### src/rtl/uart_tx_arbiter.sv
// Round-robin arbiter sharing one UART transmitter between N_REQ byte producers.
// One byte in flight at a time; locked requesters may send back-to-back bursts up to MAX_BURST bytes.
module uart_tx_arbiter #(
    parameter int N_REQ     = 4,
    parameter int DATA_BITS = 8,
    parameter int START_TMO = 4,
    parameter int MAX_BURST = 16
) (
    input  logic                       clk_i,
    input  logic                       rst_i,
    input  logic [N_REQ-1:0]           req_i,
    input  logic [N_REQ-1:0]           lock_i,
    input  logic [N_REQ*DATA_BITS-1:0] data_i,
    output logic [N_REQ-1:0]           gnt_o,
    output logic [DATA_BITS-1:0]       tx_data_o,
    output logic                       tx_data_vld_o,
    input  logic                       tx_active_i,
    output logic [$clog2(N_REQ)-1:0]   owner_o,
    output logic                       busy_o,
    output logic                       tmo_err_o
);

    localparam int PTR_W   = $clog2(N_REQ);
    localparam int TMO_W   = $clog2(START_TMO + 1);
    localparam int BURST_W = $clog2(MAX_BURST + 1);

    localparam logic [1:0] ST_IDLE       = 2'd0;
    localparam logic [1:0] ST_LAUNCH     = 2'd1;
    localparam logic [1:0] ST_WAIT_START = 2'd2;
    localparam logic [1:0] ST_WAIT_DONE  = 2'd3;

    logic [1:0]           state_reg, state_next;
    logic [PTR_W-1:0]     rr_ptr_reg, rr_ptr_next;
    logic [PTR_W-1:0]     owner_reg, owner_next;
    logic [BURST_W-1:0]   burst_cnt_reg, burst_cnt_next;
    logic [TMO_W-1:0]     tmo_cnt_reg, tmo_cnt_next;
    logic [DATA_BITS-1:0] tx_data_reg, tx_data_next;
    logic [N_REQ-1:0]     gnt_reg, gnt_next;
    logic                 vld_reg, vld_next;
    logic                 tmo_err_reg, tmo_err_next;

    logic [DATA_BITS-1:0] data_arr [N_REQ];
    logic [PTR_W-1:0]     cand [N_REQ];
    logic [PTR_W-1:0]     win_idx;
    logic                 win_found;
    logic [PTR_W-1:0]     ptr_after_owner;

    // cand[gi] is the requester index examined gi places after the round-robin pointer.
    for (genvar gi = 0; gi < N_REQ; gi++) begin : g_req
        logic [PTR_W:0] sum;
        assign data_arr[gi] = data_i[gi*DATA_BITS +: DATA_BITS];
        assign sum          = {1'b0, rr_ptr_reg} + (PTR_W+1)'(gi);
        assign cand[gi]     = (sum >= (PTR_W+1)'(N_REQ)) ? PTR_W'(sum - (PTR_W+1)'(N_REQ))
                                                         : PTR_W'(sum);
    end

    // Scan from the far end so the candidate closest to the pointer is the last one written.
    always_comb begin
        win_found = 1'b0;
        win_idx   = '0;
        for (int i = N_REQ - 1; i >= 0; i--) begin
            if (req_i[cand[i]]) begin
                win_found = 1'b1;
                win_idx   = cand[i];
            end
        end
    end

    assign ptr_after_owner = (owner_reg == PTR_W'(N_REQ - 1)) ? '0 : owner_reg + 1'b1;

    always_comb begin
        state_next     = state_reg;
        rr_ptr_next    = rr_ptr_reg;
        owner_next     = owner_reg;
        burst_cnt_next = burst_cnt_reg;
        tmo_cnt_next   = tmo_cnt_reg;
        tx_data_next   = tx_data_reg;
        gnt_next       = '0;
        vld_next       = 1'b0;
        tmo_err_next   = 1'b0;
        case (state_reg)
            ST_IDLE: begin
                if (!tx_active_i && win_found) begin
                    owner_next     = win_idx;
                    tx_data_next   = data_arr[win_idx];
                    burst_cnt_next = lock_i[win_idx] ? BURST_W'(1) : '0;
                    gnt_next       = N_REQ'(1) << win_idx;
                    vld_next       = 1'b1;
                    state_next     = ST_LAUNCH;
                end
            end
            ST_LAUNCH: begin
                rr_ptr_next  = ptr_after_owner;
                tmo_cnt_next = '0;
                state_next   = ST_WAIT_START;
            end
            ST_WAIT_START: begin
                if (tx_active_i) begin
                    state_next = ST_WAIT_DONE;
                end else if (tmo_cnt_reg == TMO_W'(START_TMO - 1)) begin
                    // Byte was already granted, so it is dropped rather than retried.
                    tmo_err_next   = 1'b1;
                    burst_cnt_next = '0;
                    state_next     = ST_IDLE;
                end else begin
                    tmo_cnt_next = tmo_cnt_reg + 1'b1;
                end
            end
            ST_WAIT_DONE: begin
                if (!tx_active_i) begin
                    if (lock_i[owner_reg] && req_i[owner_reg] &&
                        (burst_cnt_reg < BURST_W'(MAX_BURST))) begin
                        tx_data_next   = data_arr[owner_reg];
                        burst_cnt_next = burst_cnt_reg + 1'b1;
                        gnt_next       = N_REQ'(1) << owner_reg;
                        vld_next       = 1'b1;
                        state_next     = ST_LAUNCH;
                    end else begin
                        burst_cnt_next = '0;
                        state_next     = ST_IDLE;
                    end
                end
            end
            default: begin
                state_next = ST_IDLE;
            end
        endcase
    end

    always_ff @(posedge clk_i) begin
        if (rst_i) begin
            state_reg     <= ST_IDLE;
            rr_ptr_reg    <= '0;
            owner_reg     <= '0;
            burst_cnt_reg <= '0;
            tmo_cnt_reg   <= '0;
            tx_data_reg   <= '0;
            gnt_reg       <= '0;
            vld_reg       <= 1'b0;
            tmo_err_reg   <= 1'b0;
        end else begin
            state_reg     <= state_next;
            rr_ptr_reg    <= rr_ptr_next;
            owner_reg     <= owner_next;
            burst_cnt_reg <= burst_cnt_next;
            tmo_cnt_reg   <= tmo_cnt_next;
            tx_data_reg   <= tx_data_next;
            gnt_reg       <= gnt_next;
            vld_reg       <= vld_next;
            tmo_err_reg   <= tmo_err_next;
        end
    end

    assign gnt_o         = gnt_reg;
    assign tx_data_vld_o = vld_reg;
    assign tx_data_o     = tx_data_reg;
    assign owner_o       = owner_reg;
    assign busy_o        = (state_reg != ST_IDLE);
    assign tmo_err_o     = tmo_err_reg;

endmodule

### config.mk
export PLATFORM = sky130hd
export DESIGN_NAME = uart_tx_arbiter
export DESIGN_NICKNAME = d
export VERILOG_FILES = /design/src/rtl/uart_tx_arbiter.sv
export SDC_FILE = /design/constraint.sdc
export NUM_CORES = 1
export LEC_CHECK = 0
export ABC_AREA = 1
export BUFFER_PORTS_ARGS = -buffer_cell sky130_fd_sc_hd__buf_2
export CAP_MARGIN = 40
export CORE_ASPECT_RATIO = 2
export CORE_MARGIN = 2
export CORE_UTILIZATION = 54
export CTS_CLUSTER_DIAMETER = 50
export DETAILED_ROUTE_END_ITERATION = 8
export PLACE_DENSITY_LB_ADDON = 0.05
export SLEW_MARGIN = 20
export SYNTH_ARGS = -nofsm -noshare
export SYNTH_HDL_FRONTEND = slang
export SYNTH_SLANG_ARGS = --single-unit
### constraint.sdc
create_clock -name clk_i -period 2.4 [get_ports clk_i]
set_input_delay 0.48 -clock clk_i [delete_from_list [all_inputs] [get_ports clk_i]]
set_output_delay 0.48 -clock clk_i [all_outputs]
set_load 0.005 [all_outputs]
# Word level (Yosys, flattened, before mapping)
# Index checks and enable logic that the tools add are counted.
# Widths: inputs -> output; s select.
dict set report word_totals {
  inputBits 43
  rom_bits 0
  regBits 28
  out_inout_bits 17
  mem_count 0
  ram_bits 0
  latch_bits 0
  elab_cells 126
}
dict set report op_classes {
  mux 62
  n_bitwise 3
  div 0
  mul 0
  eq_ne 12
  addsub 10
  shift 2
  n_reduce_logical 15
  n_lt_le_gt_ge 13
}
# op count
set ops {}
lappend ops {{$mux 8} 7}
lappend ops {{$bmux 8 s2} 2}
lappend ops {{$mux 2} 13}
lappend ops {{$mux 5} 5}
lappend ops {{$lt 2x3->1 const B} 6}
lappend ops {{$mux 1} 17}
lappend ops {{$pmux 8 s2} 1}
lappend ops {{$ge 3x3->1 const B} 5}
lappend ops {{$pmux 5 s3} 1}
lappend ops {{$bmux 1 s2} 7}
lappend ops {{$mux 4} 3}
lappend ops {{$ne 2x2->1 const B} 6}
lappend ops {{$pmux 2 s4} 1}
lappend ops {{$pmux 4 s2} 1}
lappend ops {{$shl 1x2->4 const A} 2}
lappend ops {{$sub 2x1->2 const B} 4}
lappend ops {{$add 2x2->3 const B} 2}
lappend ops {{$eq 2x2->1 const B} 3}
lappend ops {{$mux 3} 2}
lappend ops {{$not 2->3} 2}
lappend ops {{$pmux 3 s2} 1}
lappend ops {{$reduce_and 3->1} 2}
lappend ops {{$reduce_bool 2->1} 3}
lappend ops {{$add 5x1->5 const B} 1}
lappend ops {{18 further kinds} 20}

# Logic depth before layout (Yosys ltp)
# Gate-level depths: netlist of the first run.
dict set report depth {
  ltp_word 15
  depth_mapped 17
  mapped_depth_nobuf 15
}

# Least setup slack after synthesis of the first run
# OpenSTA, ideal clock, no wires.
dict set report synth_timing {
  path_type {register -> register}
  startpoint {register state_reg[0]}
  endpoint {register tx_data_reg[6] (netlist: tx_data_o[6])}
  arrival_ns 1.606
  n_path_buf 1
  setup_slack_ns 0.658
  setup_time_ns 0.136
  period_less_slack_ns 1.742
  required_ns 2.264
  path_stages_with_launch 10
  cell_sequence {dfxtp_1 ha_1 clkinv_1 o21ai_1 nand2_4 nand2_4 buf_6 a31oi_1 nand2_1 a21oi_2}
}
dict set report synth_between {
  elab_chain_len 3
  word_cells_on_any_way 8
  cone_classes {eq/ne (4); mux (1); reduce/logical (3)}
}
# element line
set synth_lines {}
lappend synth_lines {{start, declared} 32} ;# logic [1:0] state_reg, state_next;
lappend synth_lines {{start signal, assigned} 142} ;# state_reg <= state_next;
lappend synth_lines {{$eq 2x2->1 or $logic_not 2->1 (tied branches)} 81} ;# case (state_reg)
lappend synth_lines {{$ne 2x2->1 (no source line) or $reduce_bool 2->1 (tied branches)} n/a}
lappend synth_lines {{$reduce_and 4->1 (no source line)} n/a}
lappend synth_lines {{end signal, assigned} 147} ;# tx_data_reg <= tx_data_next;
lappend synth_lines {{end, declared} 37} ;# logic [DATA_BITS-1:0] tx_data_reg, tx_data_next;
# Parallel ways exist; a longest one is shown, timed or not.
# A chain may end at the register's enable or synchronous reset.

# Final worst setup path of the first run
dict set report layout_timing {
  startpoint {register rr_ptr_reg[1]}
  endpoint {register tx_data_reg[7] (netlist: tx_data_o[7])}
}
dict set report layout_between {
  elab_chain_len 15
  word_cells_on_any_way 40
  cone_classes {add/sub (7); order compare (4); eq/ne (1); mux (25); bitwise (1); reduce/logical (2)}
}
# element line
set layout_lines {}
lappend layout_lines {{start, declared} 33} ;# logic [PTR_W-1:0] rr_ptr_reg, rr_ptr_next;
lappend layout_lines {{start signal, assigned} 143} ;# rr_ptr_reg <= rr_ptr_next;
lappend layout_lines {{$add 2x2->3} 52} ;# assign sum = {1'b0, rr_ptr_reg} + (PTR_W+1)'(gi);
lappend layout_lines {{$ge 3x3->1 or $sub 2x1->2 (tied branches)} 53} ;# assign cand[gi] = (sum >= (PTR_W+1)'(N_REQ)) ? PTR_W'(sum - (PTR_W+1)'(N_REQ))
lappend layout_lines {{$mux 2} 53}
lappend layout_lines {{$bmux 1 s2} 62} ;# if (req_i[cand[i]]) begin
lappend layout_lines {{$mux 1 (implied by the code)} 62}
lappend layout_lines {{$mux 2 (4 in a row)} 62}
lappend layout_lines {{$not 2->3 (implied by the code)} 85} ;# tx_data_next = data_arr[win_idx];
lappend layout_lines {{$bmux 8 s2} 85}
lappend layout_lines {{$mux 8 (implied by the code) (2 in a row)} 85}
lappend layout_lines {{$mux 8} 83} ;# if (!tx_active_i && win_found) begin
lappend layout_lines {{$pmux 8 s2} 81}
# Parallel ways exist; a longest one is shown, timed or not. The select of a mux whose other input is x is not followed.

==> results.json, run 1 <==
{
  "cts_max_path_buffers": 2,
  "syn-num-nets": 428,
  "largest_reg_flops": 8,
  "gp_congestion": 0.8691,
  "post-dp-hpwl_mm": 5.162,
  "synth_area_per_cell_um2": 6.401,
  "diodes": 0,
  "rsz0062_at_grt": "false",
  "drt-pass1-iter-count": 6,
  "powerDensity_nw_per_um2": 1283,
  "htreeDepth": 1,
  "max_freq_ghz": 0.4684,
  "synth_mux_area_share_pct": 0,
  "wl_per_cell_um": 13.49,
  "path_clk_slew_ns": 0.10,
  "numCtsBuffers": 3,
  "synth_cells": 372,
  "ff_latch_area_um2": 561.8,
  "cts.sink_count": 28,
  "port_buffers": 59,
  "finish.net_count": 484,
  "utilization_pct": 63.83,
  "grt_pass1_wl_mm": 11.15,
  "area_growth_pct": 15.19,
  "clk_latency_ns": 0.27,
  "synth-edff-count": 0,
  "clock-root-buffer": "clkbuf_8",
  "drc_errors": 0,
  "rrSetupSlack_ns": 0.27,
  "core_um2": 4297,
  "grt_usage_pct": 28.26,
  "ant_nets": 0,
  "final_cell_count_no_fill": 481,
  "crit_family": "simple AND/OR/NAND/NOR gates",
  "ir_drop_uv": 1000,
  "report.final.slew_viol_count": 0,
  "post_drt_via_cell_ratio": 5.426,
  "synth_area_leaders": "dfxtp_1 (24%), nand2_1 (15%), nand3_1 (7.4%)",
  "grt_start_max_net_pins": 28,
  "total_power_mw": 3.518,
  "dp_slack_ns": 0.1478,
  "fp.dieArea_um2": 4989,
  "synth_flop_cell": "dfxtp_1",
  "fin_crit_ns": 2.135,
  "drive_above_1_share_pct": 25.29,
  "antenna_found_initial": 0,
  "worstMarginPinSlew_ns": 0.4228,
  "synth-simple-area-share_pct": 38.73,
  "die_w_um": 50.96,
  "synth_area_um2": 2381,
  "synth_async_sr_flop_share_pct": 0,
  "drt_iter0_drc": 38,
  "ys_types": 37,
  "synth_compound_area_share_pct": 18.92,
  "synth_top_area_share_pct": 23.54,
  "ys.warnings.count": 0,
  "postCtsHoldBufs": 0,
  "overflow": 0,
  "vias": 2610,
  "fin_crit_sh_pct": 88.95,
  "critPathCaptureType": "flop",
  "max-cap-violations": 0,
  "multiInputGateArea_um2": 1535,
  "status": "finished, final reports clean",
  "dp.cells": 477,
  "tns_ns": 0,
  "required_ns": 2.56,
  "worst-setup-path-type": "flop to flop",
  "fillers": 446,
  "cp_slowest_cell": "dfxtp_1",
  "critical_path.most_common_cell": "nand2_1",
  "start_kind": "flop",
  "synth_seq_cells": 28,
  "synth_top_family_by_area": "simple AND/OR/NAND/NOR gates",
  "cts.repair.resized": 0,
  "cp_slowest_stage_delay_ns": 0.45,
  "start_util_pct": 55.42,
  "synth_xor_area_share_pct": 0,
  "rows": 34,
  "synth_most_common_cell": "nand2_1",
  "cp_max_fo": 22,
  "yosys.area.top_type": "dfxtp_1",
  "die_h_um": 97.91,
  "post_cts.repair.setup_buffers": 0,
  "hp-class": "input port to flop",
  "cts_tree": "built",
  "synth_adder_area_share_pct": 6.831,
  "synth_top_cells_by_count": "nand2_1 (92), inv_1 (38), nand3_1 (35)",
  "relSlewSlack_pct": 71.51,
  "io_pins": 60,
  "wl_mm": 6.491,
  "setup_ws_ns": 0.2651,
  "path_buf_inv": 1,
  "path_cells": "inv_2 -> nand2_1 -> nand2_1 -> nand2_2 -> nand2_2 -> nor2_1 -> nor2_1 -> nand2_2 -> nand2_4 -> or2_2 -> nand2_1 -> nand2_1 -> nand2_1 -> a21oi_1",
  "ys_seq_area_share_pct": 23.54,
  "fin_worst_skew_ns": 0.005302,
  "leakage_nw": 1.367,
  "arrival_ns": 2.29,
  "setup_viol": 0,
  "grt_pass1_vias": 2613,
  "hold_viol": 0
}
-- placed cells by master (no fill, tap or decap), types with 7 or more instances in the layout --
cell type  count
a21oi_1       24
a31oi_1        9
buf_2         59
buf_4          7
dfxtp_1       27
ha_1          13
inv_1         38
nand2_1       92
nand2_2        9
nand3_1       35
nand3b_1       8
nor2_1        30
o21ai_0       30
-- cells by family (layout without fill, tap and decap cells) --
family,count (synthesis),in the layout
buffers and inverters,61,116
DFF,28,28
adders and majority gates,13,13
and+or+nand+nor,192,192
AOI/OAI and AO/OA,78,78
-- per-stage QoR --
step	cell area, um2	hold slack (ns)
floorplan	2381	0.4323
global placement	2686	0.4492
detailed placement	2686	0.4521
CTS	2741	0.4295
global route	2743	0.4320
finish	2743	0.4315
-- metal layers --
layer	up-vias	track usage [%]	share of wire, %
met5	-	0	0
met4	0	11.85	3.7
met3	14	2.599	3.3
met2	77	54.75	56
met1	1195	28.94	37
li1	1324	-	-
-- path summary, 6_finish.rpt --
| kind | to | cells after the start | start |
|---|---|---|---|
| worst max-delay path | tx_data_o[7] | 14 | rr_ptr_reg[1] |
| worst max register to register | tx_data_o[7] | 14 | rr_ptr_reg[1] |
| worst min register to register | tx_data_o[4] | 2 | tx_data_o[4] |
| worst min-delay path | tmo_err_o | 2 | tx_active_i |
-- worst register-to-register path, cell delays in order, from the launching register on --
cell     delay [ns]
dfxtp_1        0.45
inv_2          0.10
nand2_1        0.08
nand2_1        0.08
nand2_2        0.08
nand2_2        0.07
nor2_1         0.10
nor2_1         0.05
nand2_2        0.24
nand2_4        0.23
or2_2          0.33
nand2_1        0.06
nand2_1        0.05
nand2_1        0.05
a21oi_1        0.06
-- where the power goes --
group	internal, mW	switching (mW)	total (mW)
Clock	0.147	0.145	0.292
Combinational	0.888	1.63	2.51
Sequential	0.583	0.131	0.713
Total	1.62	1.90	3.52
-- layout make-up --
cell class / instances / area share [%]
Clock buffer: 4 / 2.007
Timing Repair Buffer: 66 / 12.68
Tap cell: 54 / 2.464
Inverter: 46 / 6.387
Sequential cell: 28 / 20.48
Multi-Input combinational cell: 283 / 55.98
No activity file was read; power rests on OpenSTA's default activity.
==> run 2, diff against run 1 <==
--- a/config.mk
+++ b/config.mk
@@ -11,3 +11,3 @@
 export CORE_ASPECT_RATIO = 2
-export CORE_MARGIN = 2
+export CORE_MARGIN = 4
 export CORE_UTILIZATION = 54
==> constraint.sdc (replaced) <==
create_clock -name clk_i -period 2.4 [get_ports clk_i]
set_input_delay 0.24 -clock clk_i [delete_from_list [all_inputs] [get_ports clk_i]]
set_output_delay 0.24 -clock clk_i [all_outputs]
set_load 0.005 [all_outputs]
==> run 2 against run 1 <==
  * Via count is 1.0% higher
  * Worst setup slack better by 0.024 ns
  * Critical path depth is 3 lower
  * Die area is 12% higher
  * Sequential share of layout area is 0.10 points lower
  * Register-to-register slack better by 0.02 ns
  * Fmax is 1.1% higher
==> results.json, run 2 (same netlist as run 1, synthesis figures left out) <==
{
  "r2r-start": "rr_ptr_reg[0]",
  "drive_above_1_share_pct": 25.29,
  "final_cell_count_no_fill": 479,
  "core_um2": 4170,
  "cp_slowest_cell": "dfxtp_2",
  "cp_slowest_stage_delay_ns": 0.46,
  "antenna_found_initial": 0,
  "fp.dieArea_um2": 5600,
  "drt_iter0_drc": 89,
  "critPathCaptureType": "flop",
  "setup_viol": 0,
  "start_kind": "flop",
  "cp_max_fo": 22,
  "wl_per_cell_um": 14.33,
  "r2r_cells": 11,
  "path_cells": "nand2_1 -> nand3_1 -> nand2_1 -> o21bai_2 -> nand2_2 -> nand2_4 -> or2_2 -> nand2_1 -> nand2_1 -> nand2_1 -> a21oi_1",
  "clock-root-buffer": "clkbuf_8",
  "area_growth_pct": 15.76,
  "diodes": 0,
  "path_buf_inv": 0,
  "gp_congestion": 0.9047,
  "rrSetupSlack_ns": 0.29,
  "whs_ns": 0.1923,
  "hold_depth": 2,
  "arrival_ns": 2.27,
  "worst-setup-path-type": "flop to flop",
  "post_cts.repair.setup_buffers": 0,
  "final_cell_mix": "nand2_1 (92), buf_2 (59), inv_1 (38), nand3_1 (35)",
  "final_common_cell": "nand2_1",
  "largest_reg_flops": 8,
  "fillers": 438,
  "cts.sink_count": 28,
  "relSlewSlack_pct": 72.46,
  "cts_max_path_buffers": 2,
  "postCtsHoldBufs": 0,
  "status": "finished, final reports clean",
  "ant_nets": 0,
  "rows": 33,
  "io_pins": 60,
  "worstMarginPinSlew_ns": 0.4088,
  "leakage_nw": 1.374,
  "utilization_pct": 66.10,
  "report.final.slew_viol_count": 0,
  "start_util_pct": 57.10,
  "grt_pass1_vias": 2646,
  "fin_crit_ns": 2.111,
  "finish.net_count": 484,
  "die_w_um": 54.96,
  "dp.cells": 475,
  "post-dp-hpwl_mm": 5.386,
  "path_clk_slew_ns": 0.09,
  "fin_crit_sh_pct": 87.95,
  "clk_latency_ns": 0.28,
  "max_freq_ghz": 0.4738,
  "htreeDepth": 1,
  "powerDensity_nw_per_um2": 1317,
  "rr_endpoint": "tx_data_o[7]",
  "grt_usage_pct": 26.75,
  "ff_latch_area_um2": 561.8,
  "min_from": "tx_active_i",
  "multiInputGateArea_um2": 1535,
  "max-cap-violations": 0,
  "required_ns": 2.56,
  "vias": 2637,
  "numCtsBuffers": 3,
  "fin_worst_skew_ns": 0.004198,
  "overflow": 0,
  "drc_errors": 0,
  "ir_drop_uv": 920.6,
  "tns_ns": 0,
  "wl_mm": 6.864,
  "rsz0062_at_grt": "false",
  "drt-pass1-iter-count": 4,
  "cts_tree": "built",
  "port_buffers": 59,
  "holdPathEnd": "tmo_err_o",
  "critical_path.most_common_cell": "nand2_1",
  "crit_family": "simple AND/OR/NAND/NOR gates",
  "hp-class": "input port to flop",
  "grt_pass1_wl_mm": 11.25,
  "grt_start_max_net_pins": 28,
  "post_drt_via_cell_ratio": 5.505,
  "hold_viol": 0,
  "die_h_um": 101.9
}
[run 2: cell count changes in the layout (fill, tap and decap cells not counted), sizes merged]
| cell | delta |
|---|---|
| bufinv | +1 |
| clkbuf | -1 |
[run 2: worst max-delay path by stage]
stage                  startpoint  slack (ns)           end  cells after the start
floorplan            state_reg[0]        0.66  tx_data_o[6]                      9
global placement    rr_ptr_reg[0]        0.24  tx_data_o[7]                     11
detailed placement  rr_ptr_reg[0]        0.18  tx_data_o[7]                     11
CTS                 rr_ptr_reg[0]        0.16  tx_data_o[7]                     11
global route        rr_ptr_reg[0]        0.13  tx_data_o[7]                     11
finish              rr_ptr_reg[0]        0.29  tx_data_o[7]                     11
[run 2: what timing repair did]
item,in CTS,in global routing
gates resized for setup,0,1
hold endpoints to repair,0,0
setup endpoints to repair,0,3
[run 2: final cells by class]
class,instances,area share [%]
multi-input cells,283,55.70
flip-flops and latches,28,20.38
repair buffers,66,12.62
inverters,46,6.355
well taps,52,2.360
clock buffers,3,1.498
clock inverters,1,1.089
[run 2: power breakdown]
part | switching, mW | internal, mW
Sequential | 0.125 | 0.583
Clock | 0.148 | 0.224
Combinational | 1.65 | 0.896
[run 2: routing by layer]
layer  up-vias  track usage, %  share of wire (%)
li1       1327               -                  -
met1      1193           26.91                 35
met2        86           49.27                 54
met3        31           2.774                4.7
met4         0           15.73                6.0
met5         -               0                  0
[run 2: worst reg2reg max path, delay by kind of cell, from the launching register on]
family | cells | cell delay [ns]
AOI/OAI and AO/OA | 2 | 0.26
DFF | 1 | 0.46
and+or+nand+nor | 9 | 1.26
[run 2: through the flow]
stage	setup slack, ns	cell area (um2)	power [mW]
final	0.2892	2756	3.630
after global routing	0.1347	2756	4.004
after detailed placement	0.1781	2684	3.258
after global placement	0.2415	2684	3.200
after floorplan	0.6580	2381	2.736
after CTS	0.1596	2755	3.636
